--- src/rtl/if_fetch_stage.sv ---
// Instruction-fetch stage: owns the PC, issues one IM request at a time,
// buffers a word across stalls and drops in-flight fetches on redirect.
module if_fetch_stage #(
   parameter logic [31:0] RESET_PC  = 32'h0000_0000,
   parameter logic [31:0] NOP_INSTR = 32'h0000_0013
) (
   input  logic        clk,
   input  logic        rst,
   input  logic        stall,
   input  logic        redirect_valid,
   input  logic [31:0] redirect_pc,
   output logic        im_req_valid,
   input  logic        im_req_ready,
   output logic [31:0] im_addr,
   input  logic        im_rsp_valid,
   input  logic [31:0] im_rsp_data,
   output logic [31:0] pc_IF,
   output logic [31:0] instr_IF,
   output logic        isinstruct_IF
);

   typedef enum logic [1:0] {
      S_REQ,
      S_WAIT,
      S_DROP,
      S_HOLD
   } state_t;

   state_t      state;
   logic [31:0] pc;
   logic [31:0] pend_pc;
   logic [31:0] hold_pc;
   logic [31:0] hold_data;
   logic        handshake;

   assign im_req_valid = (state == S_REQ) & ~redirect_valid;
   assign im_addr      = pc;
   assign handshake    = im_req_valid & im_req_ready;

   always_ff @(posedge clk) begin
      if (rst) begin
         state         <= S_REQ;
         pc            <= RESET_PC;
         pend_pc       <= '0;
         hold_pc       <= '0;
         hold_data     <= '0;
         pc_IF         <= '0;
         instr_IF      <= NOP_INSTR;
         isinstruct_IF <= 1'b0;
      end else if (redirect_valid) begin
         // Redirect wins over stall and any same-cycle response.
         pc            <= redirect_pc;
         pc_IF         <= '0;
         instr_IF      <= NOP_INSTR;
         isinstruct_IF <= 1'b0;
         unique case (state)
            S_WAIT, S_DROP: state <= im_rsp_valid ? S_REQ : S_DROP;
            S_REQ, S_HOLD:  state <= S_REQ;
         endcase
      end else begin
         if (!stall) begin
            pc_IF         <= '0;
            instr_IF      <= NOP_INSTR;
            isinstruct_IF <= 1'b0;
         end
         unique case (state)
            S_REQ: begin
               if (handshake) begin
                  pend_pc <= pc;
                  pc      <= pc + 32'd4;
                  state   <= S_WAIT;
               end
            end
            S_WAIT: begin
               if (im_rsp_valid && !stall) begin
                  pc_IF         <= pend_pc;
                  instr_IF      <= im_rsp_data;
                  isinstruct_IF <= 1'b1;
                  state         <= S_REQ;
               end else if (im_rsp_valid) begin
                  hold_pc   <= pend_pc;
                  hold_data <= im_rsp_data;
                  state     <= S_HOLD;
               end
            end
            S_HOLD: begin
               if (!stall) begin
                  pc_IF         <= hold_pc;
                  instr_IF      <= hold_data;
                  isinstruct_IF <= 1'b1;
                  state         <= S_REQ;
               end
            end
            S_DROP: begin
               if (im_rsp_valid) state <= S_REQ;
            end
         endcase
      end
   end

endmodule

--- config.mk ---
export PLATFORM = sky130hd
export DESIGN_NAME = if_fetch_stage
export DESIGN_NICKNAME = d
export VERILOG_FILES = /design/src/rtl/if_fetch_stage.sv
export SDC_FILE = /design/constraint.sdc
export NUM_CORES = 1
export LEC_CHECK = 0
export ABC_AREA = 1
export BUFFER_PORTS_ARGS = -buffer_cell sky130_fd_sc_hd__buf_2
export CAP_MARGIN = 0
export CELL_PAD_IN_SITES_DETAIL_PLACEMENT = 0
export CELL_PAD_IN_SITES_GLOBAL_PLACEMENT = 1
export CORE_ASPECT_RATIO = 2
export CORE_MARGIN = 5
export CORE_UTILIZATION = 43
export CTS_BUF_LIST = sky130_fd_sc_hd__clkbuf_8
export DETAILED_ROUTE_END_ITERATION = 12
export PLACE_DENSITY = 0.95
export SYNTH_ARGS = -nofsm -noshare
export SYNTH_HDL_FRONTEND = slang
export SYNTH_SLANG_ARGS = --single-unit
--- constraint.sdc ---
create_clock -name clk -period 4.1 [get_ports clk]
set_input_delay 0.205 -clock clk [delete_from_list [all_inputs] [get_ports clk]]
set_output_delay 0.205 -clock clk [all_outputs]
set_load 0.02 [all_outputs]
==> reports/metrics.cfg <==
[run_status]
outcome=complete, no violations

[die]
rows=71
core_mm2=0.0188
fp.dieW_um=108
die_height_um=206
start_util_pct=43.7
io_pins=168
die_area_mm2=0.0222

[synth]
yosys.cell_types.count=35
synthArstFlopShare_pct=0
synth_area_mm2=0.00822
ys.flop_type=dfxtp_1
synthCells=1153
synth_nets=1228
ys_seq_area_share_pct=47.5
ys_warn_count=0
ys_ff_latch=195
synth_edf_count=0
syn-mean-instance-area_um2=7.13

[clock_tree]
clock-root-buffer=clkbuf_8
clk_path_buf_depth=2
clk_latency_ps=470
cts_made_buffers=17
tritoncts=built
cts_setup_buffers=0
htree_levels=4
clk_pin_slew_worst_paths_ps=100
clock_sinks=195

[timing]
max_freq_mhz=410
worst_pin_slew_ps=1110
clock_skew_ps=13.8
hold_slack_ps=30.3
fin_crit_sh_pct=59.5
tns_ps=0
slew_headroom_pct=25.7
rsz0062_at_grt=no
slew_violations=0
worst_slack_ps=1660
finalSetupViolCount=0
final-hold-violation-count=0
fin_crit_ps=2440

[finish]
diodes=0
fin_nets=1392
stdcell_area_mm2=0.00991
syn2layout_area_growth_pct=20.5
multi_input_area_mm2=0.00376
seqCellArea_mm2=0.00390
fill_cells=1930
drive_gt1_share_pct=17.4

[critical_path]
cpMostUsedCell=inv_1
worstPathCellList=inv_1, ha_1, nand2_4, nand2_2, inv_1, nand2_1, nand3_1, o21ai_0, a21oi_1
arrival_ps=2800
crit_family=simple AND/OR/NAND/NOR gates
cp.required_ps=4450
cp_max_fo=17
startpoint_type=register
cp.buffers_inverters=2
critical_path_class=reg -> reg
crit_slowest_cell=ha_1
cp-end-kind=register
cp_slowest_stage_delay_ps=520

[place]
place_ws_ps=1670
dp_hpwl_um=16100
place_congestion=0.884
placed_cell_area_mm2=0.00914
io_buffers=167

[global_routing]
grt_first_pass_wirelength_um=38200
grt_pass1_vias=7759
grt_max_degree=69
overflow=0
antenna_found_initial=0
grt_util_all_layers_pct=21.5

[power_and_ir_drop]
p_leak_nw=3.82
power_mw=3.81
power_density_mw_per_mm2=385
max-vdd-ir-drop_uv=207

[min_path]
hold_path_class=in -> reg

[drt]
route.final.wire_length_um=23400
wl_per_cell_um=14.8
viasPerCell=5.02
drc_errors=0
dr.first_iter.drc_count=440
vias=7960
ant_nets=0
firstDrtPassIters=7

[flow_run]
cap_violations=0

layout make-up:
class | count | share of cell area [%]
clock buffer | 17 | 2.36
clock inverter | 15 | 1.25
inverter | 69 | 2.61
multi-input combinational | 819 | 37.9
sequential | 195 | 39.4
tap | 255 | 3.22
timing repair buffer | 215 | 13.2
report_power, final:
| part | switching (mW) | internal [mW] | total (mW) |
|---|---|---|---|
| Combinational | 0.375 | 0.197 | 0.572 |
| Clock | 0.714 | 0.435 | 1.15 |
| Sequential | 0.0900 | 2.00 | 2.09 |
registers in the layout, summed over array words and instances (netlist names):
| signal | flops |
|---|---|
| pc_IF | 32 |
| hold_pc | 32 |
| isinstruct_IF | 1 |
| state | 2 |
| pend_pc | 32 |
| instr_IF | 32 |
| im_addr | 32 |
| hold_data | 32 |
layout by cell type, fill, tap and decap left out, drive strengths merged, types with 17 or more instances in the layout:
master         n
nand2        312
dfxtp        195
nor2         185
buf          174
o21ai        119
inv           75
a31oi         71
nand3         53
a21oi         52
dlygate4sd3   41
clkbuf        17
worst paths after layout:
| kind | from | to | slack [ps] | cells after the start |
|---|---|---|---|---|
| worst max-delay path | state[1]$_SDFFE_PP0P_ | state[1]$_SDFFE_PP0P_ | 1660 | 9 |
| worst min register to register | hold_data[1]$_SDFFE_PP0P_ | hold_data[1]$_SDFFE_PP0P_ | 450 | 2 |
| worst min-delay path | redirect_pc[7] | im_addr[7]$_SDFFE_PP0P_ | 30 | 3 |
| worst max register to register | state[1]$_SDFFE_PP0P_ | state[1]$_SDFFE_PP0P_ | 1660 | 9 |
timing repair:
action | CTS | global route
endpoints found under the hold margin | 63 | 0
setup endpoints to repair | 0 | 0
resized for setup | 0 | 0
hold buffers | 41 | 0
cell families (layout without fill, tap and decap cells):
| family | count (synthesis) | in the layout | synth area share [%] |
|---|---|---|---|
| compound gates | 260 | 260 | 17.6 |
| fa+ha+maj | 5 | 5 | 0.761 |
| buf+inv | 139 | 316 | 6.86 |
| flops | 195 | 195 | 47.5 |
| simple gates | 554 | 554 | 27.3 |
per-layer routing:
metal  global-route usage, %  up-vias  share of wire, %
li1                        -     4107                 -
met1                    24.6     3587                40
met2                    39.1      224                52
met3                    3.17       42               4.2
met4                    9.26        0               3.2
met5                       0        -                 0
cell usage after synthesis (2+ instances only):
library cell | number | area [um^2]
nand2_4 | 2 | 22.5
a31oi_1 | 71 | 444
clkbuf_1 | 46 | 173
nand4_1 | 2 | 12.5
a21oi_1 | 52 | 260
nand3_1 | 52 | 260
o21ai_0 | 116 | 581
o211ai_1 | 7 | 52.6
clkbuf_2 | 3 | 15.0
nor2_4 | 7 | 78.8
dfxtp_1 | 195 | 3900
o21ai_1 | 3 | 15.0
a31o_2 | 3 | 26.3
nand2_1 | 308 | 1160
nor2_1 | 174 | 653
buf_2 | 16 | 80.1
nand2_2 | 2 | 12.5
a32oi_1 | 2 | 17.5
inv_1 | 63 | 236
inv_2 | 4 | 15.0
clkinv_1 | 2 | 7.51
buf_4 | 3 | 22.5
ha_1 | 5 | 62.6
nor2_2 | 4 | 25.0
tightest hold or removal path, stage by stage:
cell and delay [ps]:
buf_2 100, nand2_1 70, a31oi_1 80
metrics by stage:
stage               instances  utilization, %
floorplan                1153               -
finish                   1585            52.6
detailed placement       1512            48.5
global placement         1512            48.5
global route             1585            52.6
CTS                      1585            52.6
No activity file was read; power rests on OpenSTA's default activity.
